[config.mk]
export PLATFORM = sky130hd
export DESIGN_NAME = next_pc_unit
export DESIGN_NICKNAME = d
export VERILOG_FILES = /design/src/rtl/pc_pkg.sv /design/src/rtl/return_stack.sv /design/src/rtl/next_pc_unit.sv
export SDC_FILE = /design/constraint.sdc
export NUM_CORES = 1
export LEC_CHECK = 0
export ABC_AREA = 1
export BUFFER_PORTS_ARGS = -buffer_cell sky130_fd_sc_hd__buf_2
export CORE_UTILIZATION = 50
export CTS_CLUSTER_SIZE = 14
export DETAILED_ROUTE_END_ITERATION = 16
export PLACE_DENSITY = 0.77
export SYNTH_ARGS = -nofsm -noshare
export SYNTH_HDL_FRONTEND = slang
export SYNTH_SLANG_ARGS = --single-unit
export TNS_END_PERCENT = 50
[constraint.sdc]
create_clock -name CLK -period 3.5 [get_ports CLK]
set_clock_uncertainty 0.1 [all_clocks]
set_input_delay 0 -clock CLK [delete_from_list [all_inputs] [get_ports CLK]]
set_output_delay 0 -clock CLK [all_outputs]
set_load 0.05 [all_outputs]
[src/rtl/pc_pkg.sv]
// Branch-mode encodings shared by the control unit and the next-PC logic.
package pc_pkg;
    localparam int BR_W = 3;

    typedef enum logic [BR_W-1:0] {
        BR_SEQ  = 3'd0,
        BR_JUMP = 3'd1,
        BR_BEQ  = 3'd2,
        BR_BNE  = 3'd3,
        BR_CALL = 3'd4,
        BR_RET  = 3'd5
    } br_mode_t;
endpackage

[src/rtl/return_stack.sv]
// Circular return-address stack; a push when full overwrites the oldest entry.
module return_stack #(
    parameter int PC_W      = 32,
    parameter int RAS_DEPTH = 4
) (
    input  logic            clk,
    input  logic            rst_n,
    input  logic            push,
    input  logic            pop,
    input  logic [PC_W-1:0] push_data,
    output logic [PC_W-1:0] top,
    output logic            empty,
    output logic            full,
    output logic            overflow,
    output logic            underflow
);
    localparam int PTR_W = $clog2(RAS_DEPTH);
    localparam int CNT_W = $clog2(RAS_DEPTH + 1);
    localparam logic [PTR_W-1:0] PTR_MAX = PTR_W'(RAS_DEPTH - 1);
    localparam logic [CNT_W-1:0] CNT_MAX = CNT_W'(RAS_DEPTH);

    logic [PC_W-1:0]  mem [RAS_DEPTH];
    logic [PTR_W-1:0] ptr;
    logic [PTR_W-1:0] ptr_inc;
    logic [PTR_W-1:0] ptr_dec;
    logic [CNT_W-1:0] cnt;
    logic             do_pop;

    assign empty   = (cnt == '0);
    assign full    = (cnt == CNT_MAX);
    assign ptr_inc = (ptr == PTR_MAX) ? '0 : ptr + 1'b1;
    assign ptr_dec = (ptr == '0) ? PTR_MAX : ptr - 1'b1;
    assign do_pop  = pop && !push && !empty;
    assign top     = mem[ptr];

    always_ff @(posedge clk or negedge rst_n) begin
        if (!rst_n) begin
            ptr       <= '0;
            cnt       <= '0;
            overflow  <= 1'b0;
            underflow <= 1'b0;
        end else begin
            overflow  <= push && full;
            underflow <= pop && !push && empty;
            if (push) begin
                ptr <= ptr_inc;
                if (!full) cnt <= cnt + 1'b1;
            end else if (do_pop) begin
                ptr <= ptr_dec;
                cnt <= cnt - 1'b1;
            end
        end
    end

    // Entries are not reset; count and pointer alone define validity.
    always_ff @(posedge clk) begin
        if (push) mem[ptr_inc] <= push_data;
    end
endmodule

[src/rtl/next_pc_unit.sv]
// Registered program counter with target adder, branch resolution,
// stall and a return-address stack for call/return.
module next_pc_unit
    import pc_pkg::*;
#(
    parameter int              PC_W      = 32,
    parameter int              OFF_W     = 8,
    parameter int              RAS_DEPTH = 4,
    parameter logic [PC_W-1:0] RESET_PC  = '0
) (
    input  logic             CLK,
    input  logic             RESET,
    input  logic             STALL,
    input  logic [BR_W-1:0]  BR_MODE,
    input  logic             ZERO,
    input  logic [OFF_W-1:0] OFFSET,
    output logic [PC_W-1:0]  PC,
    output logic [PC_W-1:0]  PC_PLUS4,
    output logic [PC_W-1:0]  TARGET,
    output logic             RAS_EMPTY,
    output logic             RAS_FULL,
    output logic             RAS_OVF,
    output logic             RAS_UNF
);
    logic [PC_W-1:0] pc_q;
    logic [PC_W-1:0] pc_d;
    logic [PC_W-1:0] off_ext;
    logic [PC_W-1:0] ras_top;
    logic            take_tgt;
    logic            take_ret;
    logic            push;
    logic            pop;

    assign off_ext  = {{(PC_W-OFF_W){OFFSET[OFF_W-1]}}, OFFSET};
    assign PC_PLUS4 = pc_q + PC_W'(4);
    assign TARGET   = PC_PLUS4 + (off_ext << 2);
    assign PC       = pc_q;

    assign take_tgt = (BR_MODE == BR_JUMP)
                   || (BR_MODE == BR_CALL)
                   || ((BR_MODE == BR_BEQ) && ZERO)
                   || ((BR_MODE == BR_BNE) && !ZERO);
    // An empty-stack return falls through to the next instruction.
    assign take_ret = (BR_MODE == BR_RET) && !RAS_EMPTY;
    assign push     = !STALL && (BR_MODE == BR_CALL);
    assign pop      = !STALL && (BR_MODE == BR_RET);

    always_comb begin
        pc_d = PC_PLUS4;
        unique case (1'b1)
            take_ret: pc_d = ras_top;
            take_tgt: pc_d = TARGET;
            default:  pc_d = PC_PLUS4;
        endcase
    end

    always_ff @(posedge CLK or negedge RESET) begin
        if (!RESET) begin
            pc_q <= RESET_PC;
        end else if (!STALL) begin
            pc_q <= pc_d;
        end
    end

    return_stack #(
        .PC_W      (PC_W),
        .RAS_DEPTH (RAS_DEPTH)
    ) u_ras (
        .clk       (CLK),
        .rst_n     (RESET),
        .push      (push),
        .pop       (pop),
        .push_data (PC_PLUS4),
        .top       (ras_top),
        .empty     (RAS_EMPTY),
        .full      (RAS_FULL),
        .overflow  (RAS_OVF),
        .underflow (RAS_UNF)
    );
endmodule

; ---- Word level (Yosys, flattened, before mapping)
; Memory sizes are Yosys's and may differ from the RTL's.
; Index checks and enable logic that the tools add are counted.
[totals]
ram_bits = 128
mem_bits_ro = 0
regBits = 39
latchBits = 0
n_memories = 1
output_inout_bits = 100
elab_cells = 50
inputBits = 15
[classes]
n_mux = 10
add_sub_neg = 6
order_cmp = 0
n_reduce_logical = 20
n_mul = 0
eq_ne = 8
bitwise = 0
n_div = 0
n_shift = 0
[memory_table]
columns = name, depth, word_bits, read_ports, rd_clocked_by_memory_dff, wr, line
row1 = u_ras.mem, 4, 32, 1, 0, 1, return_stack.sv:22  ; logic [PC_W-1:0] mem [RAS_DEPTH];
[op_table]
columns = op, n
row1 = $pmux 32 s2, 1
row2 = $add 32x3->32 const B, 1
row3 = $add 32x32->32, 1
row4 = $eq 3x3->1 const B, 3
row5 = $logic_and 1x1->1, 9
row6 = $mux 3, 3
row7 = $mux 2, 4
row8 = $eq 3x2->1 const B, 2
row9 = $logic_not 1->1, 4
row10 = $add 3x1->3 const B, 1
row11 = $eq 3x1->1 const B, 1
row12 = $logic_not 3->1, 1
row13 = $logic_or 1x1->1, 3
row14 = $sub 3x1->3 const B, 1
row15 = $add 2x1->2 const B, 1
row16 = $eq 2x2->1 const B, 1
row17 = $logic_not 2->1, 1
row18 = $mux 1, 2
row19 = $ne 2x2->1 const B, 1
row20 = $reduce_and 2->1, 1
row21 = $reduce_bool 2->1, 1
row22 = $sub 2x1->2 const B, 1

; ---- Longest topological paths before layout
; Gate-level depths: netlist of the first run.
[depth]
word_depth = 7
depth_mapped = 24
depth_no_buf = 24

; ---- Cells and area by module
; A second synthesis of the first run with hierarchy kept.
[unflattened]
cells_unflattened = 1243
area_unflattened_um2 = 10292.4
[by_module_without_submodules]
columns = module, instances, area_each_um2, seq_area_each_um2, cells_each
row1 = return_stack, 1, 5257.5, 4018.9, 376
row2 = next_pc_unit, 1, 5034.8, 800.8, 867

; ---- Least setup slack after synthesis of the first run
; No wires, ideal clock.
[synth_path]
path_type = register to register
startpoint = reg pc_q[3] (netlist: PC[3])
endpoint = reg pc_q[15] (netlist: PC[15])
synth_period_minus_slack_ps = 4534
arrival_ps = 4351
setup_time_ps = 83
slack_ps = -1034
n_path_buf = 0
required_ps = 3317
stages_incl_launch_ff = 14
path_cell_list = dfrtp_1 ha_1 nand3_1 inv_2 nand3_1 xnor2_1 ha_1 a21oi_1 nand2_1 a21oi_1 nand2_1 xor2_1 nand2_1 a31oi_1
[synth_between]
elab_chain_len = 3
[synth_rtl]
columns = element, line
row1 = "start, declared", next_pc_unit.sv:25  ; logic [PC_W-1:0] pc_q;
row2 = "start signal, assigned", next_pc_unit.sv:61  ; pc_q <= pc_d;
row3 = $add 32x3->32, next_pc_unit.sv:35  ; assign PC_PLUS4 = pc_q + PC_W'(4);
row4 = named net PC_PLUS4[14], next_pc_unit.sv:18  ; output logic [PC_W-1:0] PC_PLUS4,
row5 = $add 32x32->32, next_pc_unit.sv:36  ; assign TARGET = PC_PLUS4 + (off_ext << 2);
row6 = named net TARGET[15], next_pc_unit.sv:19  ; output logic [PC_W-1:0] TARGET,
row7 = $pmux 32 s2, next_pc_unit.sv:50  ; unique case (1'b1)
; The timed path passes the listed nets, and every way through them passes these cells.
; A chain may end at the register's enable or synchronous reset.

; ---- Worst setup path after layout of the first run
[layout_path]
startpoint = reg pc_q[2] (netlist: PC[2])
endpoint = out TARGET[24]
[layout_between]
elab_chain_len = 2
[layout_rtl]
columns = element, line
row1 = $add 32x3->32, next_pc_unit.sv:35
row2 = $add 32x32->32, next_pc_unit.sv:36
row3 = "end, declared", next_pc_unit.sv:19
; Every way passes these cells.

==> run metrics, run 1 <==
hold_ws=15.1 ps; startpoint types=flip-flop; Num CTS Buffers=17; Async SR Flop Fraction=23.4%; routed via count=9319; synthesized net count=1224; vias per cell=5.78; clock root buffer=clkbuf_16; Avg WL per Cell=19.7 um; cell row count=51; CP max-delay cell=dfrtp_2; Netlist Area Pre-Place=9960 sq um; failing checks=negative setup slack; RSZ-0062 raised after global routing=yes; register area share after synthesis=48.4%; Post-synth EDFFs=128; Cell Chain, Critical Path=buf_6 > nand3_4 > nor2_4 > nand2_4 > xor2_1 > inv_1 > ha_1 > a21oi_1 > o21ai_1 > a21oi_1 > nand2_2 > nand2_2 > nand2_1 > nand2_1 > and2_1 > buf_6; Post-layout nets=1394; worst setup margin=-85.2 ps; Worst-Skew Late Latency=440 ps; crit end category=primary output; number of global-route vias before repair=8226; initial antenna violation count=0; Synth Area in XOR/XNOR=2.89%; worst rel slew slack=29.2%; largest net degree at the start of global routing=65; worst slew pin tran=1060 ps; htree depth=4; GR Util All Layers=29.3%; GRT overflow=0; Req. time, crit path=3400 ps; router iterations before antenna repair=6; first-pass GRT wire length=44.6 mm; Core Util, Final=67.7%; routability cong.=0.983; full die area=20500 sq um; CTS tree=done; synth warn=0; layout cell share with drive strength beyond 1=33.9%; fmax=0.279 GHz; Mapped Cells=1164; input/output buffers=114; Main synth FF type=edfxtp_1; Die Wd=143 um; DRT iter0 DRCs=1226; Ant. Diodes=0; IO Count=115; most common cell after layout, fill and taps aside=nand2_1; final-report setup violation count=8; run status=finished, violations left; Area Growth Syn to Fin=32.7%; clock slew at reported path FFs=70 ps; core area=19500 sq um; period utilization=102%; multiplexer share of the synthesized area=0%; routed wire length=31.7 mm; Yosys cell types=52; die height=143 um; critical path type=reg -> out; leading cell types in the layout, fill and taps excluded=235 x nand2_1, 128 x edfxtp_1, 115 x inv_1; Post-Syn Area per Cell=8.56 sq um; Starting Density=51.0%; DRT antenna net count=0; largest family of logic cells by synthesized area=simple AND/OR/NAND/NOR gates; post-DP HPWL=20.4 mm; Hold Crit Class=in -> reg; crit-path max cell delay=450 ps; flops & latches, synth=167; CTS Sinks=167; worst path arrival time=3490 ps; adder-cell area share of the yosys netlist=5.80%; Compound-Gate Fraction of Synth Area=11.4%; Max Root-Sink Buffers=2; clock period minus final worst setup slack=3590 ps; MaxCap Viol Count=0; DRC=0; simple-gate share of the synthesized area=24.3%; final hold violations=0; worst-path maximum fanout=5; Final Max Slew Viols=0
[cell type report]
type	count	area (sq um)
fillers	1397	6300
flip-flops and latches	167	4840
well taps	265	332
clock inverters	15	144
clock buffers	17	425
inverters	143	557
repair buffers	188	1270
multi-input cells	817	5650
[synth_stat cells, types with 3 or more instances]
library cell	number	area [sq um]
a32oi_1	5	43.8
nor2_2	8	50.1
nand2_2	9	56.3
a31oi_1	19	119
inv_1	134	503
xnor2_1	3	26.3
a21oi_2	3	26.3
nand3b_1	7	52.6
nand4_1	7	43.8
o21bai_1	4	30.0
nor2_1	106	398
inv_2	8	30.0
edfxtp_1	128	3840
nand3_1	79	395
ha_1	43	538
nor3_1	15	75.1
a22oi_1	5	37.5
o22ai_1	9	56.3
a21o_1	4	30.0
a21oi_1	80	400
o21ai_1	5	25.0
buf_2	10	50.1
xor2_1	28	245
o21ai_0	59	295
clkbuf_1	17	63.8
nor2_4	5	56.3
or2_2	4	25.0
dfrtp_1	39	976
buf_4	7	52.6
and2_1	14	87.6
nand2_1	273	1020
[cell families after synthesis]
logic type | count (synthesis)
AND/OR/NAND/NOR | 539
AO/OA/AOI/OAI | 201
buffers and inverters | 180
flip-flops | 167
adder cells (fa/ha/maj) | 45
XOR/XNOR | 32
[critical path: cells and delay by family, from the launching register on]
kind | cells | cell delay, ps
DFF | 1 | 450
xor gates and xnor gates | 1 | 140
and+or+nand+nor | 8 | 880
AOI/OAI and AO/OA | 3 | 770
buffers and inverters | 3 | 420
adders and majority gates | 1 | 370
[state kept, by name (all words and copies together), names as in the netlist]
name             count
u_ras.mem          128
PC                  32
u_ras.cnt            3
u_ras.ptr            2
u_ras.overflow       1
u_ras.underflow      1
[worst paths after layout]
check	startpoint	endpoint	slack [ps]	cells after the start
worst max register to register	PC[4]$_DFFE_PN0N_	PC[17]$_DFFE_PN0N_	160	17
max in group asynchronous	RESET	PC[21]$_DFFE_PN0N_	2420	2
min in group asynchronous	RESET	PC[0]$_DFFE_PN0P_	160	2
worst min register to register	u_ras.mem[3][0]$_DFFE_PP_	PC[0]$_DFFE_PN0P_	470	2
worst min-delay path	OFFSET[2]	PC[4]$_DFFE_PN0N_	20	5
worst max-delay path	PC[2]$_DFFE_PN0N_	TARGET[24]	-90	16
[repair_timing]
action	4_1_cts	5_1_grt
endpoints found under the hold margin	44	0
endpoints found under the setup margin	18	19
setup buffers	11	26
resized for setup	64	188
pin swaps	8	50
hold buffers	8	0
[metal layers]
metal  part of all wire, %  vias up  global-route usage [%]
li1                      -     4229                       -
met3                    11      108                    6.57
met1                    37     4401                    39.0
met4                   4.8        0                    10.9
met5                     0        -                       0
met2                    48      581                    46.6
[per-stage QoR]
| stage | instances | setup TNS, ps | instance area, sq um | setup slack [ps] |
|---|---|---|---|---|
| floorplan | 1164 | -123 | 10300 | -101 |
| global placement | 1535 | 0 | 11300 | 117 |
| detailed placement | 1535 | 0 | 11300 | 61.4 |
| CTS | 1586 | -148 | 12300 | -62.8 |
| global route | 1612 | -2170 | 13200 | -211 |
| finish | 1612 | -242 | 13200 | -85.2 |
Power of run 1 is left out: the tool's default activity adds up to more than one toggle a clock period on the data nets, which glitch-free logic cannot reach.
==> run 2, diff against run 1 <==
--- a/config.mk
+++ b/config.mk
@@ -7,10 +7,14 @@
 export LEC_CHECK = 0
 export ABC_AREA = 1
 export BUFFER_PORTS_ARGS = -buffer_cell sky130_fd_sc_hd__buf_2
-export CORE_UTILIZATION = 50
+export CELL_PAD_IN_SITES_DETAIL_PLACEMENT = 0
+export CELL_PAD_IN_SITES_GLOBAL_PLACEMENT = 1
+export CORE_UTILIZATION = 45
 export CTS_CLUSTER_SIZE = 14
 export DETAILED_ROUTE_END_ITERATION = 16
-export PLACE_DENSITY = 0.77
+export MAX_ROUTING_LAYER = met4
+export PLACE_DENSITY = 0.88
+export RECOVER_POWER = 25
 export SYNTH_ARGS = -nofsm -noshare
 export SYNTH_HDL_FRONTEND = slang
 export SYNTH_SLANG_ARGS = --single-unit
==> run metrics, run 2 (same netlist as run 1, synthesis figures left out) <==
clock slew at reported path FFs=60 ps; Avg WL per Cell=18.8 um; Ant. Diodes=0; htree depth=4; largest net degree at the start of global routing=86; Starting Density=45.8%; cell repeated most along the worst path=buf_4; MaxCap Viol Count=0; run status=complete, no violations; vias per cell=5.46; startpoint types=flip-flop; final hold violations=0; routed via count=8947; Die Wd=151 um; GR Util All Layers=27.9%; Worst-Skew Late Latency=430 ps; router iterations before antenna repair=5; Finished Cell Area=13300 sq um; worst path buffer plus inverter count=5; cell row count=54; RSZ-0062 raised after global routing=yes; worst rel slew slack=29.4%; period utilization=98.9%; GRT overflow=0; Core Util, Final=61.3%; leading cell types in the layout, fill and taps excluded=232 x nand2_1, 128 x edfxtp_1, 117 x inv_1; Cell Chain, Critical Path=buf_6 > ha_2 > inv_2 > nor2_4 > nand2_4 > nor2_4 > xor2_4 > ha_1 > nand2_1 > o21ai_1 > buf_4 > a21oi_1 > nand2_2 > buf_4 > xor2_4 > buf_4; final-report setup violation count=0; Post-layout nets=1405; routed wire length=30.8 mm; post-DP HPWL=21.3 mm; core area=21800 sq um; Num CTS Buffers=17; crit end category=primary output; full die area=22700 sq um; clock period minus final worst setup slack=3460 ps; Area Growth Syn to Fin=33.8%; worst slew pin tran=1060 ps; Crit path max-delay family=simple AND/OR/NAND/NOR gates; worst-path maximum fanout=4; layout cell share with drive strength beyond 1=34.5%; IO Count=115; DRT iter0 DRCs=851; clock root buffer=clkbuf_16; first-pass GRT wire length=45.5 mm; final setup TNS=0 ps; input/output buffers=114; die height=151 um; most common cell after layout, fill and taps aside=nand2_1; routability cong.=0.990; Largest register FFs=128; Req. time, crit path=3400 ps; Hold Crit Class=in -> reg; Final Max Slew Viols=0; Max Root-Sink Buffers=2; worst path arrival time=3360 ps; initial antenna violation count=0; crit-path max cell delay=390 ps; CTS Sinks=167; fmax=0.289 GHz; placed cell area=11400 sq um; number of global-route vias before repair=8305; largest register by flop count=u_ras.mem; critical path type=reg -> out; DRT antenna net count=0; CP max-delay cell=dfrtp_2; DRC=0; CTS tree=done
-- run 2: worst paths after layout --
| kind | to | slack [ps] | from | cells past startpoint |
|---|---|---|---|---|
| setup / recovery | TARGET[18] | 40 | PC[2]$_DFFE_PN0N_ | 16 |
| hold / removal | u_ras.ptr[0]$_DFFE_PN0P_ | 30 | BR_MODE[0] | 5 |
| setup reg to reg | PC[18]$_DFFE_PN0N_ | 350 | PC[2]$_DFFE_PN0N_ | 17 |
| hold reg to reg | PC[0]$_DFFE_PN0P_ | 470 | u_ras.mem[3][0]$_DFFE_PP_ | 2 |
| max in group asynchronous | PC[18]$_DFFE_PN0N_ | 2460 | RESET | 2 |
| min in group asynchronous | PC[1]$_DFFE_PN0P_ | 160 | RESET | 2 |
-- run 2: per-layer routing --
| metal | routed length [um] | global-route usage (%) | vias up | share of wire [%] |
|---|---|---|---|---|
| li1 | - | - | 4262 | - |
| met1 | 13300 | 37.8 | 4271 | 43 |
| met2 | 14600 | 42.9 | 361 | 47 |
| met3 | 1970 | 3.25 | 53 | 6.4 |
| met4 | 894 | 10.7 | 0 | 2.9 |
| met5 | 0 | - | - | 0 |
-- run 2: area by class of cell --
type | instances | area [sq um]
fillers | 1766 | 8430
multi-input cells | 817 | 5560
flip-flops and latches | 167 | 4840
repair buffers | 199 | 1400
inverters | 143 | 552
clock buffers | 21 | 460
well taps | 280 | 350
clock inverters | 11 | 171
-- run 2: worst min-delay path: stages --
cell and delay (ps):
buf_2 130, nor2_2 70, o21ai_0 60, o21ai_0 70, o21ai_0 170
-- run 2: repair_timing --
action,4_1_cts,5_1_grt
hold buffers,5,0
endpoints found under the hold margin,41,0
pin swaps,14,46
buffers inserted,13,23
resized for setup,75,158
setup endpoints to repair,18,21
-- run 2: per-stage QoR --
stage	setup WS, ps	hold slack [ps]	instances
floorplan	-101	-396	1164
global placement	15.2	110	1565
detailed placement	11.5	105	1565
CTS	3.37	6.69	1615
global route	-87.6	44.0	1638
finish	37.4	26.4	1638
Power of run 2 is left out for the same reason.
